File: src/rtl/phase_diff_slicer_pkg.sv
// Shared types and width helper for the phase-difference bit slicer.
package cdr_pkg;

  typedef enum logic [1:0] {
    IDLE  = 2'd0,
    PRIME = 2'd1,
    ACC   = 2'd2
  } slicer_state_t;

  typedef enum logic {
    MODE_SAMPLE = 1'b0,
    MODE_INTEG  = 1'b1
  } slicer_mode_t;

  // Accumulator width: room for SPS full-scale differences.
  function automatic int unsigned acc_width(int unsigned ph_w, int unsigned sps);
    return ph_w + $clog2(sps);
  endfunction

endpackage

File: src/rtl/phase_diff_slicer_if.sv
// Phase stream in, decided bits out, for the phase-difference slicer.
interface phase_diff_slicer_if
  import cdr_pkg::*;
#(
  parameter int PH_W = 6,
  parameter int SPS  = 4
);
  localparam int ACC_W = acc_width(PH_W, SPS);

  logic signed [PH_W-1:0]  phase;
  logic                    ph_valid;
  logic                    sym_sync;
  logic                    mode;
  logic                    bit_valid;
  logic                    bit_data;
  logic signed [ACC_W-1:0] bit_soft;
  logic                    bit_erase;
  logic                    busy;

  modport master (
    output phase, ph_valid, sym_sync, mode,
    input  bit_valid, bit_data, bit_soft, bit_erase, busy
  );

  modport slave (
    input  phase, ph_valid, sym_sync, mode,
    output bit_valid, bit_data, bit_soft, bit_erase, busy
  );

endinterface

File: src/rtl/phase_diff_slicer_integrator.sv
// Previous-phase register, wrapping difference, window accumulator and
// window-end / realignment logic.
module phase_integrator
  import cdr_pkg::*;
#(
  parameter int PH_W = 6,
  parameter int SPS  = 4,
  localparam int ACC_W = acc_width(PH_W, SPS)
) (
  input  logic                    clk,
  input  logic                    reset,
  input  logic signed [PH_W-1:0]  phase_i,
  input  logic                    load_i,    // priming sample: capture reference only
  input  logic                    step_i,    // valid sample that forms a difference
  input  logic                    sync_i,    // realign window on this sample
  input  logic                    integ_i,   // 1 = integrate over SPS samples
  input  logic                    flush_i,   // discard partial window
  output logic                    win_end_o,
  output logic signed [ACC_W-1:0] sum_o
);

  localparam int CNT_W = $clog2(SPS);

  logic signed [PH_W-1:0]  ph_prev_q, ph_prev_d;
  logic signed [ACC_W-1:0] acc_q, acc_d;
  logic [CNT_W-1:0]        cnt_q, cnt_d;
  logic signed [PH_W-1:0]  diff;
  logic signed [ACC_W-1:0] diff_ext;
  logic signed [ACC_W-1:0] sum;
  logic                    last;

  // Difference, window sum and next accumulator state.
  always_comb begin
    ph_prev_d = ph_prev_q;
    acc_d     = acc_q;
    cnt_d     = cnt_q;

    // PH_W-bit wraparound performs the modulo-2pi correction.
    diff      = phase_i - ph_prev_q;
    diff_ext  = {{(ACC_W-PH_W){diff[PH_W-1]}}, diff};
    sum       = acc_q + diff_ext;
    last      = integ_i ? (cnt_q == CNT_W'(SPS-1)) : 1'b1;
    // Realignment suppresses a coincident window end.
    win_end_o = step_i && !sync_i && last;
    sum_o     = sum;

    if (load_i) begin
      ph_prev_d = phase_i;
      acc_d     = '0;
      cnt_d     = '0;
    end else if (step_i) begin
      ph_prev_d = phase_i;
      if (sync_i) begin
        acc_d = diff_ext;
        cnt_d = CNT_W'(1);
      end else if (last) begin
        acc_d = '0;
        cnt_d = '0;
      end else begin
        acc_d = sum;
        cnt_d = cnt_q + 1'b1;
      end
    end else if (flush_i) begin
      acc_d = '0;
      cnt_d = '0;
    end
  end

  // Integrator state registers.
  always_ff @(posedge clk) begin
    if (reset) begin
      ph_prev_q <= '0;
      acc_q     <= '0;
      cnt_q     <= '0;
    end else begin
      ph_prev_q <= ph_prev_d;
      acc_q     <= acc_d;
      cnt_q     <= cnt_d;
    end
  end

endmodule

File: src/rtl/phase_diff_slicer.sv
// CDR bit recovery: sequences the phase stream through IDLE/PRIME/ACC and
// slices each completed window into hard bit, soft sum and erasure flag.
module phase_diff_slicer
  import cdr_pkg::*;
#(
  parameter int PH_W = 6,
  parameter int SPS  = 4,
  parameter int HYST = 2
) (
  input  logic              clk,
  input  logic              reset,
  phase_diff_slicer_if.slave bus
);

  localparam int ACC_W = acc_width(PH_W, SPS);
  localparam logic signed [ACC_W-1:0] HYST_POS = ACC_W'(HYST);
  localparam logic signed [ACC_W-1:0] HYST_NEG = -HYST_POS;

  slicer_state_t state_q, state_d;
  slicer_mode_t  mode_q, mode_d;

  logic load, step, sync, flush;
  logic win_end;
  logic signed [ACC_W-1:0] sum;
  logic in_zone;

  logic                    bit_valid_q, bit_valid_d;
  logic                    bit_data_q, bit_data_d;
  logic signed [ACC_W-1:0] bit_soft_q, bit_soft_d;
  logic                    bit_erase_q, bit_erase_d;

  phase_integrator #(
    .PH_W (PH_W),
    .SPS  (SPS)
  ) u_integ (
    .clk       (clk),
    .reset     (reset),
    .phase_i   (bus.phase),
    .load_i    (load),
    .step_i    (step),
    .sync_i    (sync),
    .integ_i   (mode_q == MODE_INTEG),
    .flush_i   (flush),
    .win_end_o (win_end),
    .sum_o     (sum)
  );

  // Next state and integrator controls.
  always_comb begin
    state_d = state_q;
    mode_d  = mode_q;
    load    = 1'b0;
    step    = 1'b0;
    sync    = 1'b0;
    flush   = 1'b0;
    case (state_q)
      IDLE: begin
        if (bus.ph_valid) begin
          state_d = PRIME;
          mode_d  = slicer_mode_t'(bus.mode);
          load    = 1'b1;
        end
      end
      PRIME: begin
        if (bus.ph_valid) begin
          state_d = ACC;
          step    = 1'b1;
        end else begin
          state_d = IDLE;
          flush   = 1'b1;
        end
      end
      ACC: begin
        if (bus.ph_valid) begin
          step = 1'b1;
          sync = bus.sym_sync;
        end else begin
          state_d = IDLE;
          flush   = 1'b1;
        end
      end
      default: begin
        state_d = IDLE;
        flush   = 1'b1;
      end
    endcase
  end

  // State and latched mode registers.
  always_ff @(posedge clk) begin
    if (reset) begin
      state_q <= IDLE;
      mode_q  <= MODE_SAMPLE;
    end else begin
      state_q <= state_d;
      mode_q  <= mode_d;
    end
  end

  // Slicer decision: dead zone holds the previous hard bit.
  always_comb begin
    in_zone     = (sum >= HYST_NEG) && (sum <= HYST_POS);
    bit_valid_d = win_end;
    bit_data_d  = bit_data_q;
    bit_soft_d  = bit_soft_q;
    bit_erase_d = bit_erase_q;
    if (win_end) begin
      bit_soft_d  = sum;
      bit_erase_d = in_zone;
      if (!in_zone) begin
        bit_data_d = ~sum[ACC_W-1];
      end
    end
  end

  // Registered slicer outputs.
  always_ff @(posedge clk) begin
    if (reset) begin
      bit_valid_q <= 1'b0;
      bit_data_q  <= 1'b0;
      bit_soft_q  <= '0;
      bit_erase_q <= 1'b0;
    end else begin
      bit_valid_q <= bit_valid_d;
      bit_data_q  <= bit_data_d;
      bit_soft_q  <= bit_soft_d;
      bit_erase_q <= bit_erase_d;
    end
  end

  // Drive the bus outputs.
  always_comb begin
    bus.bit_valid = bit_valid_q;
    bus.bit_data  = bit_data_q;
    bus.bit_soft  = bit_soft_q;
    bus.bit_erase = bit_erase_q;
    bus.busy      = (state_q != IDLE);
  end

endmodule

File: src/flat_wrapper.sv
// flat-port wrapper written by rule: the top's interface ports become plain ports
module phase_diff_slicer_flat import cdr_pkg::*;
#(
  parameter int PH_W = 6,
  parameter int SPS  = 4,
  parameter int HYST = 2
)
  (clk, reset, bus_phase, bus_ph_valid, bus_sym_sync, bus_mode, bus_bit_valid, bus_bit_data, bus_bit_soft, bus_bit_erase, bus_busy);
  phase_diff_slicer_if #(.PH_W(PH_W), .SPS(SPS)) bus_i ();
  input  logic clk;
  input  logic reset;
  input wire logic [$bits(bus_i.phase)-1:0] bus_phase;
  input wire logic [$bits(bus_i.ph_valid)-1:0] bus_ph_valid;
  input wire logic [$bits(bus_i.sym_sync)-1:0] bus_sym_sync;
  input wire logic [$bits(bus_i.mode)-1:0] bus_mode;
  output wire logic [$bits(bus_i.bit_valid)-1:0] bus_bit_valid;
  output wire logic [$bits(bus_i.bit_data)-1:0] bus_bit_data;
  output wire logic [$bits(bus_i.bit_soft)-1:0] bus_bit_soft;
  output wire logic [$bits(bus_i.bit_erase)-1:0] bus_bit_erase;
  output wire logic [$bits(bus_i.busy)-1:0] bus_busy;
  assign bus_i.phase = bus_phase;
  assign bus_i.ph_valid = bus_ph_valid;
  assign bus_i.sym_sync = bus_sym_sync;
  assign bus_i.mode = bus_mode;
  assign bus_bit_valid = bus_i.bit_valid;
  assign bus_bit_data = bus_i.bit_data;
  assign bus_bit_soft = bus_i.bit_soft;
  assign bus_bit_erase = bus_i.bit_erase;
  assign bus_busy = bus_i.busy;
  phase_diff_slicer #(.PH_W(PH_W), .SPS(SPS), .HYST(HYST)) u_core (.clk(clk), .reset(reset), .bus(bus_i));
endmodule
File: config.mk
export PLATFORM = sky130hd
export DESIGN_NAME = phase_diff_slicer_flat
export DESIGN_NICKNAME = d
export VERILOG_FILES = /design/src/rtl/phase_diff_slicer_pkg.sv /design/src/rtl/phase_diff_slicer_if.sv /design/src/rtl/phase_diff_slicer_integrator.sv /design/src/rtl/phase_diff_slicer.sv /design/src/flat_wrapper.sv
export SDC_FILE = /design/constraint.sdc
export NUM_CORES = 1
export LEC_CHECK = 0
export ABC_AREA = 1
export BUFFER_PORTS_ARGS = -buffer_cell sky130_fd_sc_hd__buf_4
export CAP_MARGIN = 10
export CELL_PAD_IN_SITES_DETAIL_PLACEMENT = 0
export CELL_PAD_IN_SITES_GLOBAL_PLACEMENT = 1
export CORE_MARGIN = 1
export CORE_UTILIZATION = 27
export CTS_CLUSTER_SIZE = 30
export DETAILED_ROUTE_END_ITERATION = 16
export PLACE_DENSITY_LB_ADDON = 0.1
export SLEW_MARGIN = 20
export SYNTH_ARGS = -nofsm -noshare
export SYNTH_HDL_FRONTEND = slang
export SYNTH_SLANG_ARGS = --single-unit
File: constraint.sdc
create_clock -name clk -period 2.5 [get_ports clk]
set_input_delay 0 -clock clk [delete_from_list [all_inputs] [get_ports clk]]
set_output_delay 0 -clock clk [all_outputs]
set_load 0.02 [all_outputs]
==> results of run 1 <==
==> layout make-up <==
class | count | area, sq um | share of cell area [%]
clock buffer | 6 | 82.6 | 2.90
multi-input combinational | 190 | 1430 | 50.2
tap | 96 | 120 | 4.22
timing repair buffer | 61 | 469 | 16.5
inverter | 38 | 143 | 5.01
sequential | 30 | 603 | 21.2
==> state kept, by name (all words and copies together), names as in the netlist <==
signal,cells
u_core.bus.bit_valid,1
u_core.u_integ.acc_q,8
u_core.mode_q,1
u_core.bus.bit_data,1
u_core.state_q,2
u_core.u_integ.cnt_q,2
u_core.u_integ.ph_prev_q,6
u_core.bus.bit_erase,1
u_core.bus.bit_soft,8
==> cells by family (layout without fill, tap and decap cells) <==
group / Yosys count / after routing / synth area share (%)
xor+xnor: 7 / 7 / 3.84
buf+inv: 42 / 105 / 8.11
fa+ha+maj: 21 / 21 / 14.0
flops: 30 / 30 / 30.2
simple gates: 94 / 94 / 24.0
compound gates: 68 / 68 / 19.9
==> metal layers <==
layer / global-route usage (%) / wire [um]
met5: 0 / 0
met4: 6.26 / 90
met3: 2.54 / 147
met2: 22.4 / 2410
met1: 20.6 / 2630
==> through the flow <==
| step | instance area, sq um | setup TNS [ns] | hold WS, ns | utilization [%] | cells |
|---|---|---|---|---|---|
| 6_report | 2850 | -0.0921 | 0.00844 | 41.0 | 421 |
| 5_1_grt | 2850 | -1.13 | 0.0398 | 41.0 | 421 |
| 4_1_cts | 2710 | -0.0248 | 0.00409 | 39.0 | 420 |
| 3_5_place_dp | 2500 | -0.829 | 0.223 | 36.1 | 409 |
| 3_3_place_gp | 2500 | -0.716 | 0.218 | 36.1 | 409 |
| 2_1_floorplan | 1990 | 0 | 0.0624 | - | 262 |
==> tightest hold or removal path: stages <==
cell	delay (ns)
buf_4	0.09
o21ai_0	0.07
a21oi_1	0.10
==> power breakdown <==
part           leakage (nW)  internal [mW]  switching (mW)
sequential            0.245          0.512          0.0167
combinational          1.04          0.394           0.401
clock                0.0431          0.212           0.190
==> cells in the final DEF, fill, tap and decap left out, types with 3 or more instances in the layout <==
master	n
buf_4	57
nand2_1	46
inv_1	35
dfxtp_1	28
a21oi_1	24
o21ai_0	18
ha_1	13
nand3_1	10
nand2_2	9
nand3_2	8
o211ai_1	8
nor2_1	6
ha_4	6
clkbuf_8	6
a21oi_2	5
nor2_2	4
nand4_1	4
inv_2	3
xnor2_2	3
dlygate4sd3_1	3
==> path summary, 6_finish.rpt <==
check | to | slack, ns | depth (start not counted)
hold / removal | u_core.u_integ.ph_prev_q[3] | 0.008 | 3
setup / recovery | u_core.bus.bit_erase | -0.05 | 13
setup reg to reg | u_core.bus.bit_erase | -0.05 | 13
hold reg to reg | u_core.mode_q | 0.46 | 2
==> what timing repair did <==
action / in CTS / in global routing
endpoints found under the setup margin: 11 / 11
hold buffers: 3 / 0
resized for setup: 16 / 23
setup buffers: 2 / 1
pin swaps: 11 / 26
endpoints found under the hold margin: 6 / 0
==> metrics.md, run 1 <==
| Metric | Value |
|---|---|
| Critical path type | `reg -> reg` |
| Power density over cell area | `607 mW/mm^2` |
| Crit path largest cell delay | `0.39 ns` |
| Mapped Avg Cell Area | `7.59 sq um` |
| Worst VDD drop | `0.250 mV` |
| Placer congestion estimate | `0.795` |
| Failing checks | `negative setup slack` |
| TritonCTS buffer count | `5` |
| DIE HEIGHT | `87.8 um` |
| CP dominant cell by count | `nand3_2` |
| Total wire length | `5.28 mm` |
| Ys async rst share | `0%` |
| DIE AREA | `0.00772 sq mm` |
| Crit-path max FO | `3` |
| Synth Register Bits | `30` |
| Tcrit/Tclk final | `102%` |
| Post-synth top cells | `49 x nand2_1, 37 x inv_1, 30 x dfxtp_1` |
| First-pass GRT wire length | `8.62 mm` |
| Number of H-tree levels | `2` |
| RSZ-0062 raised after global routing | `yes` |
| Cells after Synth | `262` |
| Root buf cell | `clkbuf_8` |
| Vias per cell | `4.58` |
| Area growth from synthesis to layout | `43.1%` |
| Final total power | `1.73 mW` |
| # fillers | `714` |
| Count leader, synth | `nand2_1` |
| Total grt overflow | `0` |
| Worst-Margin Slew | `0.586 ns` |
| Share of layout cells above drive strength 1 | `36.6%` |
| Hold_sp | `bus_phase[3]` |
| GRT Util Overall | `14.8%` |
| DP Wirelength | `3.93 mm` |
| Crit path launch | `u_core.u_integ.ph_prev_q[0]` |
| Max Slew Vio Count | `0` |
| Worst path arrival time | `2.72 ns` |
| Setup ws final | `-0.0459 ns` |
| Highest clock rate | `393 MHz` |
| Sequential fraction of the synthesis area | `30.2%` |
| Number of global-route vias before repair | `1820` |
| Starting density of the core | `28.6%` |
| Min cycle time layout | `2.55 ns` |
| Critical-path cell list | `ha_4 -> fa_2 -> o21ai_2 -> xor2_2 -> ha_1 -> a21o_1 -> nand2_1 -> nand3_2 -> inv_2 -> nand3_2 -> nand2_2 -> nand3_2 -> and3_1` |
| Slowest CP cell | `fa_2` |
| Yosys Warn Count | `0` |
| Routed Antenna Nets | `0` |
| CP startpoint kind | `flip-flop` |
| Worst-skew pair later-pin latency | `0.29 ns` |
| Slew HR | `61.0%` |
| Pin count of the biggest net entering global routing | `18` |
| Max_cap viols | `0` |
| Vias | `1927` |
| Post-synthesis cell area | `0.00199 sq mm` |
| Net count reported at finish | `358` |
| Final-report hold violation count | `0` |
| DRT iter0 DRCs | `81` |
| Post-synth EDFFs | `0` |
| DRC Markers | `0` |
| Clock Path Buffers | `2` |
| HP Class | `in -> reg` |
| Crit end category | `flip-flop` |
| Largest cells by area after synthesis | `dfxtp_1 30%, ha_1 12%, nand2_1 9.2%` |
| Area of the core | `0.00694 sq mm` |
| CTS tree | `built` |
| Synthesized net count | `294` |
| Buf/Inv on CP | `1` |
| Cell family with most CP delay | `adder cells` |
| I/O Buffers | `22` |
| Status | `finished with violations` |
| Final Skew | `0.00954 ns` |
| Initial antenna violation count | `0` |
| Post-synth top area share | `30.2%` |
| Ys flop type | `dfxtp_1` |
| Num ports | `23` |
| Clk slew on worst S/H paths | `0.07 ns` |
| Largest area contributor in the netlist | `dfxtp_1` |
| Data required, critical path | `2.68 ns` |
| Endpoints failing setup | `4` |
| Start of the worst register-to-register path | `u_core.u_integ.ph_prev_q[0]` |
| Synth unique cells | `33` |
| Pre-antenna DRT Iters | `4` |
| Row Count | `30` |
| Die width | `87.8 um` |
| Pleak | `1.32 nW` |
| Sink Count | `30` |
| DR WL/cell | `12.5 um` |
| Dpl ws | `-0.170 ns` |
| # diodes | `0` |
Note: power is estimated with default switching activity, not from simulation.
==> run 2, diff against run 1 <==
--- a/config.mk
+++ b/config.mk
@@ -15,7 +15,9 @@
 export CTS_CLUSTER_SIZE = 30
 export DETAILED_ROUTE_END_ITERATION = 16
 export PLACE_DENSITY_LB_ADDON = 0.1
-export SLEW_MARGIN = 20
+export REMOVE_ABC_BUFFERS = 1
+export SLEW_MARGIN = 0
 export SYNTH_ARGS = -nofsm -noshare
 export SYNTH_HDL_FRONTEND = slang
+export SYNTH_HIERARCHICAL = 1
 export SYNTH_SLANG_ARGS = --single-unit
==> metrics.md, run 2 <==
| Metric | Value |
|---|---|
| Data required, critical path | `2.72 ns` |
| Routed Antenna Nets | `0` |
| Pleak | `1.39 nW` |
| Failing checks | `negative setup slack` |
| CP dominant cell by count | `nand2_1` |
| GRT Util Overall | `14.9%` |
| Post-synth top area share | `30.1%` |
| Final Skew | `0.00994 ns` |
| Status | `finished with violations` |
| Highest clock rate | `361 MHz` |
| Max Slew Vio Count | `0` |
| CTS tree | `built` |
| DP Wirelength | `3.95 mm` |
| TritonCTS buffer count | `5` |
| Final std cells w/o fill | `454` |
| Ys flop type | `dfxtp_1` |
| Clock Path Buffers | `2` |
| Post-synthesis cell area | `0.00200 sq mm` |
| Tcrit/Tclk final | `111%` |
| Synth Register Bits | `30` |
| Initial antenna violation count | `0` |
| Setup ws final | `-0.266 ns` |
| Placer congestion estimate | `0.807` |
| DRT iter0 DRCs | `85` |
| Total wire length | `5.26 mm` |
| Power density over cell area | `642 mW/mm^2` |
| Hold_sp | `bus_phase[3]` |
| Synth unique cells | `35` |
| Yosys Warn Count | `6` |
| Internal Power | `1.18 mW` |
| Min cycle time layout | `2.77 ns` |
| Final design utilization | `42.0%` |
| Ys async rst share | `0%` |
| Area of the core | `0.00698 sq mm` |
| Max_cap viols | `0` |
| Met3 Wirelength | `162 um` |
| Crit path largest cell delay | `0.35 ns` |
| Met2 wire len | `2.34 mm` |
| Endpoints failing setup | `8` |
| Cells after Synth | `283` |
| Worst-skew pair later-pin latency | `0.30 ns` |
| Slew HR | `60.1%` |
| Count leader, synth | `nand2_1` |
| Starting density of the core | `28.6%` |
| Pin count of the biggest net entering global routing | `15` |
| Dpl ws | `-0.509 ns` |
| Crit end category | `flip-flop` |
| Hold path cells | `3` |
| First-pass GRT wire length | `8.87 mm` |
| Hold worst-path end | `u_core/u_integ/ph_prev_q[3]` |
| P_sw | `0.703 mW` |
| Top Layer Used | `met4` |
| DRC Markers | `0` |
| Die width | `88 um` |
| Slowest CP cell | `dfxtp_2` |
| Reg2Reg Depth | `22` |
| Number of global-route vias before repair | `1943` |
| Sink Count | `30` |
| Mapped Avg Cell Area | `7.06 sq um` |
| Start of the worst register-to-register path | `u_core/u_integ/ph_prev_q[0]` |
| Critical path type | `reg -> reg` |
| Total grt overflow | `0` |
| RR Endpoint | `u_core/u_integ/acc_q[6]` |
| Clock network power share | `22.9%` |
| Net count reported at finish | `387` |
| Area growth from synthesis to layout | `46.8%` |
| Switch share | `37.3%` |
| Worst-Margin Slew | `0.595 ns` |
| Final total power | `1.88 mW` |
| I/O Buffers | `22` |
| Number of H-tree levels | `2` |
| Seq pwr share | `28.6%` |
| Most frequent cells in the layout | `66 x buf_4, 46 x nand2_1, 35 x inv_1, 28 x nor2_1, 28 x dfxtp_1` |
| Vias | `2013` |
| CP startpoint kind | `flip-flop` |
| RSZ-0062 raised after global routing | `yes` |
| # placed instances | `436` |
| HP Class | `in -> reg` |
| # diodes | `0` |
| Worst path arrival time | `2.99 ns` |
| Num ports | `23` |
| DR WL/cell | `11.6 um` |
| Largest area contributor in the netlist | `dfxtp_1` |
| Post-synth top cells | `55 x nand2_1, 42 x inv_1, 34 x nor2_1` |
| Crit-path max FO | `3` |
| Sequential fraction of the synthesis area | `30.1%` |
| Root buf cell | `clkbuf_8` |
| DIE HEIGHT | `88 um` |
| DIE AREA | `0.00774 sq mm` |
| Largest cells by area after synthesis | `dfxtp_1 30%, ha_1 11%, nand2_1 10%` |
| Vias per cell | `4.43` |
| Pre-antenna DRT Iters | `4` |
| Post-synth EDFFs | `0` |
| Worst R2R Setup Slack | `-0.27 ns` |
| Clk slew on worst S/H paths | `0.08 ns` |
| Met1 wire length | `2.69 mm` |
| Worst VDD drop | `0.245 mV` |
| Final instance area | `0.00293 sq mm` |
| Combinational share of power | `48.6%` |
| Placed Area | `0.00255 sq mm` |
| Final-report hold violation count | `0` |
| Commonest non-fill, non-tap cell in the layout | `buf_4` |
| Row Count | `30` |
| Critical-path cell list | `ha_4 -> inv_2 -> fa_2 -> nand2_2 -> inv_2 -> o21ai_2 -> nand2_1 -> xnor2_1 -> inv_1 -> ha_4 -> buf_6 -> nand2_4 -> a21oi_4 -> nor2_1 -> nand2_1 -> buf_4 -> buf_4 -> buf_4 -> nand3_1 -> nand2_1 -> nand2_1 -> a21oi_1` |
| Share of layout cells above drive strength 1 | `41.6%` |
==> run 2: cell types whose count changed after synthesis, moves of 4 or more <==
cell,change
nand2_1,+6
nor2_1,+27
a21oi_1,-5
o21ai_1,+4
inv_1,+5
o211ai_1,-4
==> run 2: area by class of cell <==
cell class	count	area, sq um
fill	757	4050
multi-input combinational	203	1380
sequential	30	603
timing repair buffer	72	561
inverter	45	169
tap	96	120
clock buffer	6	82.6
clock inverter	2	12.5
==> run 2: power groups by stage <==
stage                     registers [mW]  logic [mW]  clock network, mW
after global routing               0.543        1.02              0.468
final                              0.538       0.914              0.431
after CTS                          0.537       0.845              0.456
after detailed placement           0.547       0.749                  0
after floorplan                    0.568       0.402                  0
after global placement             0.546       0.753                  0
==> run 2: worst max path at each step <==
stage	start	to	cells past startpoint
5_1_grt	u_core/u_integ/ph_prev_q[0]	u_core/bus.bit_data	22
3_5_place_dp	u_core/u_integ/ph_prev_q[0]	u_core/bus.bit_erase	21
4_1_cts	u_core/u_integ/ph_prev_q[0]	u_core/bus.bit_erase	21
6_report	u_core/u_integ/ph_prev_q[0]	u_core/u_integ/acc_q[6]	22
2_1_floorplan	u_core/u_integ/ph_prev_q[0]	u_core/bus.bit_erase	21
3_3_place_gp	u_core/u_integ/ph_prev_q[0]	u_core/bus.bit_erase	21
==> run 2: per-layer routing <==
layer | vias up | global-route usage [%]
li1 | 1056 | -
met1 | 924 | 19.6
met2 | 27 | 24.0
met3 | 6 | 3.96
met4 | 0 | 4.02
met5 | - | 0
==> run 2: through the flow <==
step           TNS, ns  hold WS (ns)
6_report         -1.15        0.0109
3_5_place_dp     -2.80         0.260
5_1_grt          -3.00        0.0303
3_3_place_gp     -2.35         0.263
4_1_cts          -1.01       0.00322
2_1_floorplan   -0.689        0.0691
==> run 2: worst max-delay path, delay by kind of cell (launching register included) <==
| family | cells | cell delay, ns |
|---|---|---|
| AOI/OAI and AO/OA | 3 | 0.40 |
| xor gates and xnor gates | 1 | 0.13 |
| adders and majority gates | 3 | 0.75 |
| buffers and inverters | 7 | 0.54 |
| DFF | 1 | 0.35 |
| and+or+nand+nor | 8 | 0.51 |
==> run 2: repair_timing <==
item	CTS	global route
hold buffers	2	0
hold endpoints to repair	5	0
endpoints found under the setup margin	12	14
setup buffers	4	4
pin swaps	18	23
resized for setup	31	29
==> run 2: logic make-up (layout without fill, tap and decap cells) <==
kind of cell	Yosys count	in the layout	share of synthesized area, %
buffers and inverters	50	125	10.2
AND/OR/NAND/NOR	123	123	28.9
AO/OA/AOI/OAI	57	57	16.5
XOR/XNOR	4	4	1.75
adder cells (fa/ha/maj)	19	19	12.7
flip-flops	30	30	30.1
==> run 3, diff against run 2 <==
--- a/config.mk
+++ b/config.mk
@@ -6,14 +6,14 @@
 export NUM_CORES = 1
 export LEC_CHECK = 0
 export ABC_AREA = 1
-export BUFFER_PORTS_ARGS = -buffer_cell sky130_fd_sc_hd__buf_4
 export CAP_MARGIN = 10
 export CELL_PAD_IN_SITES_DETAIL_PLACEMENT = 0
 export CELL_PAD_IN_SITES_GLOBAL_PLACEMENT = 1
 export CORE_MARGIN = 1
-export CORE_UTILIZATION = 27
+export CORE_UTILIZATION = 41
 export CTS_CLUSTER_SIZE = 30
 export DETAILED_ROUTE_END_ITERATION = 16
+export DONT_BUFFER_PORTS = 1
 export PLACE_DENSITY_LB_ADDON = 0.1
 export REMOVE_ABC_BUFFERS = 1
 export SLEW_MARGIN = 0
==> metrics.md, run 3 (same netlist as run 2, synthesis figures left out) <==
| Metric | Value |
|---|---|
| GRT met2 Usage | `39.3%` |
| Starting density of the core | `42.6%` |
| Placer congestion estimate | `0.864` |
| Max Slew Vio Count | `0` |
| Clk slew on worst S/H paths | `0.07 ns` |
| Met1 global-route usage | `24.6%` |
| Number of global-route vias before repair | `1938` |
| Num ports | `23` |
| DP Wirelength | `3.62 mm` |
| # diodes | `0` |
| GR peak layer | `met2` |
| Combinational share of power | `43.2%` |
| Final Skew | `0.0113 ns` |
| I/O Buffers | `0` |
| CP dominant cell by count | `nand2_1` |
| Number of H-tree levels | `2` |
| Total negative slack | `-0.795 ns` |
| DIE HEIGHT | `71.8 um` |
| Vias per cell | `4.89` |
| DRT iter0 DRCs | `55` |
| Area growth from synthesis to layout | `41.0%` |
| Start of the worst register-to-register path | `u_core/u_integ/ph_prev_q[0]` |
| Row Count | `25` |
| DIE AREA | `0.00515 sq mm` |
| Slowest CP cell | `dfxtp_2` |
| Worst VDD drop | `0.333 mV` |
| Status | `finished with violations` |
| Total grt overflow | `0` |
| Pleak | `1.33 nW` |
| CTS tree | `built` |
| Setup ws final | `-0.208 ns` |
| Initial antenna violation count | `0` |
| DRC Markers | `0` |
| Data required, critical path | `2.74 ns` |
| TritonCTS buffer count | `5` |
| Tcrit/Tclk final | `108%` |
| Clock Path Buffers | `2` |
| GRT Util Overall | `21.5%` |
| DR WL/cell | `12.6 um` |
| Grt met3 use | `4.50%` |
| Area of the core | `0.00469 sq mm` |
| Sink Count | `30` |
| Die width | `71.8 um` |
| First-pass GRT wire length | `8.58 mm` |
| Pre-antenna DRT Iters | `4` |
| Most frequent cells in the layout | `48 x nand2_1, 43 x buf_4, 35 x inv_1, 32 x nor2_1, 28 x dfxtp_1` |
| CP startpoint kind | `flip-flop` |
| Endpoints failing setup | `7` |
| # fillers | `475` |
| Crit path largest cell delay | `0.35 ns` |
| Failing checks | `negative hold slack, negative setup slack` |
| Crit end category | `flip-flop` |
| Share of layout cells above drive strength 1 | `32.2%` |
| Critical-path cell list | `ha_4 -> inv_2 -> fa_2 -> nand2_2 -> inv_2 -> o21ai_1 -> nand2_1 -> xnor2_1 -> inv_1 -> ha_4 -> nand2_1 -> nand2_2 -> a31o_4 -> nand2b_4 -> and2_4 -> nor2_1 -> nand2_1 -> o21ai_2 -> and3_1` |
| Clock network power share | `26.0%` |
| Dpl ws | `-0.473 ns` |
| Crit-path max FO | `4` |
| Crit path launch | `u_core/u_integ/ph_prev_q[0]` |
| Routed Antenna Nets | `0` |
| HP Class | `in -> reg` |
| FF+latch area | `603 sq um` |
| Root buf cell | `clkbuf_8` |
| Net count reported at finish | `377` |
| Pin count of the biggest net entering global routing | `15` |
| Final std cells w/o fill | `402` |
| Total wire length | `5.08 mm` |
| Min cycle time layout | `2.71 ns` |
| # placed instances | `373` |
| Switch share | `35.8%` |
| Critical path type | `reg -> reg` |
| Power density over cell area | `652 mW/mm^2` |
| Hold_sp | `reset` |
| Highest clock rate | `369 MHz` |
| Worst-Margin Slew | `0.426 ns` |
| Commonest non-fill, non-tap cell in the layout | `nand2_1` |
| Worst path arrival time | `2.95 ns` |
| Worst-skew pair later-pin latency | `0.29 ns` |
| Internal Power | `1.18 mW` |
| P_sw | `0.658 mW` |
| Slew HR | `71.6%` |
| Vias | `1965` |
| Seq pwr share | `30.8%` |
| Final-report hold violation count | `2` |
| RSZ-0062 raised after global routing | `yes` |
| Hold slack | `-0.235 ns` |
| Multi-input gate area | `0.00135 sq mm` |
| Hold-fix buffers, CTS | `18` |
| Max_cap viols | `0` |
## run 3: repair_timing
| action | 4_1_cts | 5_1_grt |
|---|---|---|
| endpoints found under the hold margin | 20 | 2 |
| buffers inserted | 2 | 1 |
| pin swaps | 8 | 8 |
| setup endpoints to repair | 12 | 13 |
| gates resized for setup | 28 | 16 |
## run 3: layout make-up
type	count	area share [%]
Clock buffer	8	3.91
Timing Repair Buffer	62	18.3
Tap cell	54	2.40
Multi-Input combinational cell	203	48.0
Sequential cell	30	21.4
Inverter	45	6.00
## run 3: stage by stage
| step | instance area (sq um) | utilization [%] | power [mW] |
|---|---|---|---|
| 2_1_floorplan | 1960 | - | 0.970 |
| 3_3_place_gp | 2340 | 49.8 | 1.23 |
| 3_5_place_dp | 2340 | 49.8 | 1.23 |
| 4_1_cts | 2750 | 58.5 | 1.81 |
| 5_1_grt | 2820 | 60.0 | 1.97 |
| 6_report | 2820 | 60.0 | 1.84 |
## run 3: routing by layer
metal,up-vias,wire [um]
met3,9,142
met5,-,0
met2,26,2490
met4,0,93
met1,892,2360
li1,1038,-
## run 3: worst max-delay path: cells and delay by family (launching register included)
| kind | cells | cell delay, ns |
|---|---|---|
| and+or+nand+nor | 9 | 0.89 |
| adders and majority gates | 3 | 0.71 |
| AOI/OAI and AO/OA | 3 | 0.44 |
| buffers and inverters | 3 | 0.17 |
| xor gates and xnor gates | 1 | 0.13 |
| DFF | 1 | 0.35 |
## run 3: power by group through the flow
stage | logic, mW | clock network (mW) | registers, mW
final | 0.794 | 0.477 | 0.566
after CTS | 0.751 | 0.490 | 0.566
after global placement | 0.658 | 0 | 0.573
after floorplan | 0.402 | 0 | 0.568
after detailed placement | 0.658 | 0 | 0.575
after global routing | 0.886 | 0.509 | 0.570
## run 3: final timing paths
check,to,slack [ns],cells after the start
worst max-delay path,u_core/bus.bit_erase,-0.21,19
worst min-delay path,u_core/bus.bit_data,-0.23,1
worst max register to register,u_core/bus.bit_erase,-0.21,19
worst min register to register,u_core/u_integ/acc_q[5],0.47,2
